<file path="src/rtl/branch_target_predictor.sv">
// branch_target_predictor: fully associative branch target buffer with 2-bit direction counters
module branch_target_predictor #(
   parameter int PC_BITS  = 12,
   parameter int DEPTH    = 8,
   parameter int CNT_BITS = 16
) (
   input  logic                clk,
   input  logic                rst,
   input  logic [PC_BITS-1:0]  F_pc,
   input  logic                F_stall,
   input  logic                MEM_stall,
   input  logic                EX_brn,
   input  logic [PC_BITS-1:0]  EX_pc,
   input  logic [PC_BITS-1:0]  EX_alu_out,
   input  logic                EX_true_taken,
   input  logic                flush,
   output logic [PC_BITS-1:0]  F_BP_target_pc,
   output logic                F_BP_taken,
   output logic                EX_mispred,
   output logic [CNT_BITS-1:0] hit_cnt,
   output logic [CNT_BITS-1:0] mispred_cnt
);
   localparam int IW = $clog2(DEPTH);
   logic [DEPTH-1:0]   valid;
   logic [PC_BITS-1:0] tag [DEPTH];
   logic [PC_BITS-1:0] tgt [DEPTH];
   logic [1:0]         cnt [DEPTH];
   logic [IW-1:0]      rr_ptr, f_idx, ex_idx, free_idx, alloc_idx;
   logic               f_hit, ex_hit, free_ok, update_en;
   logic [1:0]         ex_cnt, cnt_nxt;
   // Priority search of all entries; scanning downward lets the lowest index win
   always_comb begin
      f_hit = 1'b0;
      f_idx = '0;
      ex_hit = 1'b0;
      ex_idx = '0;
      free_ok = 1'b0;
      free_idx = '0;
      for (int i = DEPTH - 1; i >= 0; i--) begin
         if (valid[i] && tag[i] == F_pc) begin
            f_hit = 1'b1;
            f_idx = IW'(i);
         end
         if (valid[i] && tag[i] == EX_pc) begin
            ex_hit = 1'b1;
            ex_idx = IW'(i);
         end
         if (!valid[i]) begin
            free_ok = 1'b1;
            free_idx = IW'(i);
         end
      end
   end
   assign update_en      = EX_brn && !MEM_stall;
   assign ex_cnt         = cnt[ex_idx];
   assign EX_mispred     = update_en && ((ex_hit && ex_cnt[1]) != EX_true_taken);
   assign cnt_nxt        = EX_true_taken ? ((ex_cnt == 2'd3) ? 2'd3 : ex_cnt + 2'd1)
                                         : ((ex_cnt == 2'd0) ? 2'd0 : ex_cnt - 2'd1);
   assign alloc_idx      = free_ok ? free_idx : rr_ptr;
   assign F_BP_taken     = f_hit && cnt[f_idx][1];
   assign F_BP_target_pc = F_BP_taken ? tgt[f_idx] : (F_stall || MEM_stall) ? F_pc : F_pc + PC_BITS'(1);
   // Table update, allocation/replacement, flush and saturating statistics
   always_ff @(posedge clk) begin
      if (rst) begin
         valid <= '0;
         for (int i = 0; i < DEPTH; i++) begin
            tag[i] <= '0;
            tgt[i] <= '0;
            cnt[i] <= '0;
         end
         rr_ptr <= '0;
         hit_cnt <= '0;
         mispred_cnt <= '0;
      end else begin
         if (f_hit && !F_stall && !MEM_stall && !(&hit_cnt)) hit_cnt <= hit_cnt + CNT_BITS'(1);
         if (EX_mispred && !(&mispred_cnt)) mispred_cnt <= mispred_cnt + CNT_BITS'(1);
         if (flush) begin
            valid <= '0;
         end else if (update_en) begin
            if (ex_hit) begin
               cnt[ex_idx] <= cnt_nxt;
               if (EX_true_taken) tgt[ex_idx] <= EX_alu_out;
            end else begin
               valid[alloc_idx] <= 1'b1;
               tag[alloc_idx] <= EX_pc;
               tgt[alloc_idx] <= EX_alu_out;
               cnt[alloc_idx] <= EX_true_taken ? 2'd2 : 2'd1;
               if (!free_ok) rr_ptr <= rr_ptr + IW'(1);
            end
         end
      end
   end
endmodule

</file>
<file path="config.mk">
export PLATFORM = sky130hd
export DESIGN_NAME = branch_target_predictor
export DESIGN_NICKNAME = d
export VERILOG_FILES = /design/src/rtl/branch_target_predictor.sv
export SDC_FILE = /design/constraint.sdc
export NUM_CORES = 1
export LEC_CHECK = 0
export ABC_AREA = 1
export CAP_MARGIN = 25
export CELL_PAD_IN_SITES_DETAIL_PLACEMENT = 1
export CELL_PAD_IN_SITES_GLOBAL_PLACEMENT = 2
export CORE_MARGIN = 3
export CORE_UTILIZATION = 36
export DETAILED_ROUTE_END_ITERATION = 10
export HOLD_SLACK_MARGIN = 0.1
export PLACE_DENSITY_LB_ADDON = 0.1
export SETUP_SLACK_MARGIN = 0.05
export SLEW_MARGIN = 20
export SYNTH_ARGS = -nofsm -noshare
export SYNTH_HDL_FRONTEND = slang
export SYNTH_SLANG_ARGS = --single-unit
</file>
<file path="constraint.sdc">
create_clock -name clk -period 4.01 [get_ports clk]
set_input_delay 0.401 -clock clk [delete_from_list [all_inputs] [get_ports clk]]
set_output_delay 0.401 -clock clk [all_outputs]
set_load 0.005 [all_outputs]
</file>
==> flow_metrics.env, run 1 <==
export IMPL_rsz0062_at_grt="yes"
export IMPL_num_io_pins=89
export IMPL_cts_sinks=251
export IMPL_crit_chain="xor2_2 -> nor3b_2 -> nand4_1 -> nor2_2 -> nand4_1 -> nand2_1 -> nand2_1 -> nand2_1 -> nand2_2 -> nand2_4 -> nand2_8 -> buf_12 -> buf_12 -> a21oi_2 -> o21ai_2 -> nand2_1 -> nand2_1 -> nand2_1 -> nand2_1 -> nand2_1 -> dlygate4sd2_1"
export IMPL_async_flop_share_pct=0
export IMPL_num_rows=76
export IMPL_fmax_ghz=0.249
export IMPL_grt_max_degree=36
export IMPL_synth_top_family_by_area="simple AND/OR/NAND/NOR gates"
export IMPL_crit_start="tag[5][6]"
export IMPL_initial_core_util_pct=36.8
export IMPL_n_antenna_cell=0
export IMPL_p_leak_nw=9.37
export IMPL_postCtsHoldBufs=0
export IMPL_critPathRequiredTime_ns=3.61
export IMPL_r2r_slack_ns=0.73
export IMPL_yosys_warnings=0
export IMPL_clk_latency_ns=0.61
export IMPL_final_max_slew_viol_count=0
export IMPL_path_common_cell="nand2_1"
export IMPL_synth_edf_count=208
export IMPL_hp_class="input pin to flop"
export IMPL_skew_ns=0.0206
export IMPL_core_um2=43500
export IMPL_syn_area_um2=16000
export IMPL_die_h_um=217
export IMPL_grt_pass1_wl_mm=106
export IMPL_drt_pass1_iter_count=5
export IMPL_grt_usage_pct=29.6
export IMPL_hold_depth=3
export IMPL_gp_congestion=0.974
export IMPL_finalCritPeriodShare_pct=100
export IMPL_antenna_found_initial=0
export IMPL_instances_no_fill=3084
export IMPL_end_kind="output port"
export IMPL_fin_crit_ns=4.02
export IMPL_synth_area_leader_cell="edfxtp_1"
export IMPL_cp_arrival_ns=3.61
export IMPL_clockBufferDepth=3
export IMPL_vias_per_cell=5.29
export IMPL_tightest_slew_ns=0.853
export IMPL_dp_hpwl_mm=55.1
export IMPL_synthMuxAreaShare_pct=0
export IMPL_grt_pass1_vias=16900
export IMPL_synth_top_area_share_pct=39.0
export IMPL_pwr_density_cell_nw_per_um2=322
export IMPL_min_from="EX_pc[5]"
export IMPL_synth_cells=2146
export IMPL_hold_path_end="tag[6][5]"
export IMPL_r2r_start="tag[3][2]"
export IMPL_final_cell_mix="nand2_1, nor2_1, inv_1, buf_4, edfxtp_1"
export IMPL_synth_compound_area_share_pct=7.59
export IMPL_ys_types=59
export IMPL_syn_area_per_cell_um2=7.46
export IMPL_wl_per_cell_um=23.1
export IMPL_outcome="complete, but fails checks"
export IMPL_setup_viol=1
export IMPL_area_growth_pct=33.6
export IMPL_routed_wl_mm=71.1
export IMPL_violations="setup timing"
export IMPL_drive_above_1_share_pct=21.5
export IMPL_gr_total_overflow=0
export IMPL_crit_type="flop to output port"
export IMPL_ys_flop_type="edfxtp_1"
export IMPL_die_w_um=217
export IMPL_synth_adder_area_share_pct=0.313
export IMPL_setup_worst_path_start_class="flop"
export IMPL_vias=16300
export IMPL_drc=0
export IMPL_final_common_cell="nand2_1"
export IMPL_dieArea_um2=47000
export IMPL_htree_levels=1
export IMPL_hold_ws_ns=0.270
export IMPL_setup_ws_ns=-0.00578
export IMPL_rr_worst_depth=16
export IMPL_p_total_mw=6.89
export IMPL_critPathMaxStageDelay_ns=0.50
export IMPL_drtIter0Drc=1174
export IMPL_r2r_end="tag[2][5]"
export IMPL_cts_buffers=31
export IMPL_synth_simple_gate_area_share_pct=34.1
export IMPL_maxCapViolations=0
export IMPL_worst_setup_hold_path_clk_slew_ns=0.06
export IMPL_synth_nets=2193
export IMPL_placed_cells=2977
export IMPL_ys_ff_latch=251
export IMPL_cts_root_buf="clkbuf_16"
export IMPL_antenna_left=0
export IMPL_cp_max_fo=14
export IMPL_maxSlewHeadroom_pct=43.1
export IMPL_hold_viol=0
export IMPL_yosysSeqAreaShare_pct=44.4
export IMPL_fin_nets=2522
export IMPL_synth_xor_area_share_pct=3.67
export IMPL_cts_tree="done"
export IMPL_fill_cells=5395
export IMPL_crit_path_top_delay_cell="edfxtp_1"
export IMPL_vdd_ir_drop_max_v=0.000311
export IMPL_portBuffers=88
export IMPL_synthTopCellsByArea="edfxtp_1, nand2_1, nor2_1, inv_1, dfxtp_1"
-- stage by stage --
step                util (%)  cell area [um^2]  setup TNS, ns  worst slack, ns
finish                  49.2             21400       -0.00578         -0.00578
global route            49.2             21400          -1.37           -0.217
CTS                     47.8             20800              0           0.0390
detailed placement      44.5             19300          -9.22           -0.379
global placement        44.5             19300          -6.03           -0.384
floorplan                  -             16000              0            0.993
-- routing by layer --
layer	global-route usage (%)	routed length (um)	part of all wire, %
met1	40.0	31100	44
met5	0	0	0
met4	8.70	2400	3.4
met3	3.14	3460	4.9
met2	50.6	34200	48
-- cell families (layout without fill, tap and decap cells) --
kind of cell	Yosys count	in the layout
compound gates	205	205
flops	251	251
xor+xnor	67	67
fa+ha+maj	4	4
simple gates	1256	1256
buf+inv	363	716
-- critical path, delay by kind of cell (launching register included) --
kind                   cells  cell delay (ns)
AND/OR/NAND/NOR           15             1.51
XOR/XNOR                   1             0.24
buffers and inverters      3             0.53
AO/OA/AOI/OAI              2             0.24
flip-flops                 1             0.50
-- how the worst max path moves through the flow --
stage / to
3_3_place_gp: F_BP_target_pc[10]
4_1_cts: F_BP_target_pc[1]
3_5_place_dp: F_BP_target_pc[0]
6_report: F_BP_target_pc[8]
5_1_grt: F_BP_target_pc[8]
2_1_floorplan: tgt[0][0]
-- where the power goes --
group          internal (mW)  total, mW  switching, mW
registers               2.90       2.96         0.0647
clock network           1.80       3.00           1.20
logic                  0.356      0.930          0.574
total                   5.05       6.89           1.84
-- area by class of cell --
cell class | count | area [um^2] | area share (%)
Timing Repair Buffer | 382 | 3600 | 16.8
Clock buffer | 36 | 795 | 3.71
Clock inverter | 21 | 273 | 1.28
Inverter | 277 | 1080 | 5.03
Multi-Input combinational cell | 1532 | 7800 | 36.5
Tap cell | 585 | 732 | 3.42
Sequential cell | 251 | 7110 | 33.2
-- Yosys cell counts, types with 13 or more instances --
cell type    n
nand2_1    503
nor2_1     443
inv_1      256
edfxtp_1   208
o21ai_0     83
nand3_1     81
nand4_1     64
a21oi_1     62
nor3_1      47
dfxtp_1     43
nor4_1      34
xor2_1      34
xnor2_1     33
buf_2       28
clkbuf_1    23
inv_2       18
buf_4       17
buf_6       16
nand3b_1    16
nand2_2     14
nor3b_1     13
-- registers in the layout (all words and copies together), names as in the netlist --
register,flops
mispred_cnt,16
tag,96
cnt,16
tgt,96
rr_ptr,3
hit_cnt,16
valid,8
-- timing repair --
item | in CTS | in global routing
setup buffers | 23 | 25
resized for setup | 94 | 143
cloned | 2 | 1
endpoints found under the setup margin | 14 | 14
pin swaps | 19 | 56
No activity file was read; power rests on OpenSTA's default activity.
==> inputs of run 2 (changes only) <==
RECOVER_POWER = 25   (was default)
==> run 2 against run 1 <==
The run still ends with setup timing left. Clock-buffer cell count did not move. Register-to-register slack got worse by 0.36 ns. Hold slack got worse by 0.0013 ns. Design area fell by 0.35%. Global-route usage did not move. Via count barely moved. Die area did not move. Clock skew barely moved. Largest cell class unchanged. Largest power group unchanged.
==> flow_metrics.env, run 2 (same netlist as run 1, synthesis figures left out) <==
export IMPL_grt_busiest_layer="met2"
export IMPL_portBuffers=88
export IMPL_instances_no_fill=3084
export IMPL_end_kind="output port"
export IMPL_critPathMaxStageDelay_ns=0.49
export IMPL_setup_worst_path_start_class="flop"
export IMPL_outcome="complete, but fails checks"
export IMPL_drt_pass1_iter_count=5
export IMPL_hold_viol=0
export IMPL_reg_largest_list="tag (96), tgt (96)"
export IMPL_gp_congestion=0.974
export IMPL_fin_nets=2522
export IMPL_die_w_um=217
export IMPL_crit_path_top_delay_cell="edfxtp_1"
export IMPL_grt_max_degree=36
export IMPL_dp_hpwl_mm=55.1
export IMPL_cts_sinks=251
export IMPL_final_common_cell="nand2_1"
export IMPL_gr_total_overflow=0
export IMPL_placed_cells=2977
export IMPL_cp_max_fo=14
export IMPL_wl_per_cell_um=23.1
export IMPL_crit_chain="xor2_2 -> nor3b_2 -> nand4_1 -> nor2_2 -> nand4_1 -> nand2_1 -> nand2_1 -> nand2_1 -> nand2_2 -> nand2_4 -> nand2_8 -> buf_12 -> buf_12 -> a21oi_2 -> o21ai_2 -> nand2_1 -> nand2_1 -> nand2_1 -> nand2_1 -> nand2_1 -> dlygate4sd2_1"
export IMPL_tns_ns=-0.0115
export IMPL_cp_num_buf_inv=3
export IMPL_hp_class="input pin to flop"
export IMPL_initial_core_util_pct=36.8
export IMPL_area_growth_pct=33.1
export IMPL_rsz0062_at_grt="yes"
export IMPL_grt_util_met3_pct=3.14
export IMPL_grt_pass1_wl_mm=106
export IMPL_cts_buffers=31
export IMPL_fin_crit_ns=4.02
export IMPL_grt_usage_pct=29.6
export IMPL_setup_viol=1
export IMPL_violations="setup timing"
export IMPL_antenna_left=0
export IMPL_p_leak_nw=9.45
export IMPL_routed_wl_mm=71.3
export IMPL_final_max_slew_viol_count=0
export IMPL_antenna_found_initial=0
export IMPL_fmax_ghz=0.249
export IMPL_final_cell_mix="nand2_1, nor2_1, inv_1, buf_4, edfxtp_1"
export IMPL_n_antenna_cell=0
export IMPL_maxSlewHeadroom_pct=43.5
export IMPL_r2r_end="mispred_cnt[1]"
export IMPL_r2r_start="tag[7][7]"
export IMPL_num_io_pins=89
export IMPL_min_from="EX_pc[5]"
export IMPL_drtIter0Drc=1117
export IMPL_clockBufferDepth=3
export IMPL_use_met1_pct=40.0
export IMPL_cp_arrival_ns=3.62
export IMPL_vdd_ir_drop_max_v=0.000312
export IMPL_tightest_slew_ns=0.846
export IMPL_die_h_um=217
export IMPL_finalCritPeriodShare_pct=100
export IMPL_clk_latency_ns=0.61
export IMPL_skew_ns=0.0209
export IMPL_vias_per_cell=5.29
export IMPL_pwr_density_cell_nw_per_um2=323
export IMPL_core_um2=43500
export IMPL_drc=0
export IMPL_hold_depth=3
export IMPL_num_rows=76
export IMPL_htree_levels=1
export IMPL_dieArea_um2=47000
export IMPL_drive_above_1_share_pct=20.8
export IMPL_crit_type="flop to output port"
export IMPL_maxCapViolations=0
export IMPL_grt_util_met2_pct=50.6
export IMPL_cts_root_buf="clkbuf_16"
export IMPL_postCtsHoldBufs=0
export IMPL_path_common_cell="nand2_1"
export IMPL_worst_setup_hold_path_clk_slew_ns=0.06
export IMPL_critPathRequiredTime_ns=3.61
export IMPL_setup_ws_ns=-0.0115
export IMPL_r2r_slack_ns=0.37
export IMPL_rr_worst_depth=17
export IMPL_hold_path_end="tag[6][5]"
export IMPL_cts_tree="done"
export IMPL_cp_top_family="simple AND/OR/NAND/NOR gates"
export IMPL_vias=16300
export IMPL_grt_pass1_vias=16900
## run 2: cell count changes in the layout (fill, tap and decap cells not counted), moves of 2 or more
cell | before | now
clkdlybuf4s50_1 | 66 | 33
dlygate4sd3_1 | 0 | 33
buf_4 | 241 | 232
clkbuf_1 | 5 | 13
nand2_1 | 483 | 488
nand2_2 | 26 | 22
nand3_1 | 70 | 72
nor2_1 | 441 | 443
nor2_2 | 5 | 3
## run 2: power breakdown
part / switching, mW / total [mW] / internal [mW]
clock: 1.21 / 3.01 / 1.80
sequential: 0.0650 / 2.96 / 2.90
combinational: 0.572 / 0.925 / 0.353
## run 2: how the worst max path moves through the flow
stage	from	end	slack (ns)	cells after the start
6_report	tag[5][6]	F_BP_target_pc[8]	-0.01	21
5_1_grt	tag[5][6]	F_BP_target_pc[8]	-0.22	21
4_1_cts	tag[5][6]	F_BP_target_pc[1]	0.04	22
3_5_place_dp	F_pc[3]	F_BP_target_pc[0]	-0.38	22
3_3_place_gp	F_pc[9]	F_BP_target_pc[10]	-0.38	20
2_1_floorplan	EX_pc[0]	tgt[0][0]	0.99	16
## run 2: layer usage
layer  wire, um  vias up
li1           -     7657
met1      31800     8148
met2      34300      399
met3       2950      109
met4       2300        0
met5          0        -
## run 2: stage by stage
stage,cell area [um^2],setup slack [ns],utilization [%],hold WS [ns],power [mW]
floorplan,16000,0.993,-,0.447,3.41
finish,21300,-0.0115,49.0,0.269,6.89
detailed placement,19300,-0.379,44.5,0.478,3.90
global placement,19300,-0.384,44.5,0.470,3.89
global route,21300,-0.217,49.0,0.280,7.12
CTS,20800,0.0390,47.8,0.488,6.91
## run 2: repair_timing
action / 4_1_cts / 5_1_grt
resized for setup: 94 / 143
pin swaps: 19 / 56
cloned: 2 / 1
setup endpoints to repair: 14 / 14
buffers inserted: 23 / 25
## run 2: final cells by class
class / instances / area [um^2]
timing repair buffer: 382 / 3570
clock inverter: 21 / 273
multi-input combinational: 1532 / 7760
sequential: 251 / 7110
fill: 5404 / 22100
tap: 585 / 732
clock buffer: 36 / 795
inverter: 277 / 1070
## run 2: tightest hold or removal path, cell delays in order
cell and delay [ns]:
dlymetal6s2s_1 0.15, inv_4 0.10, nor2_1 0.11
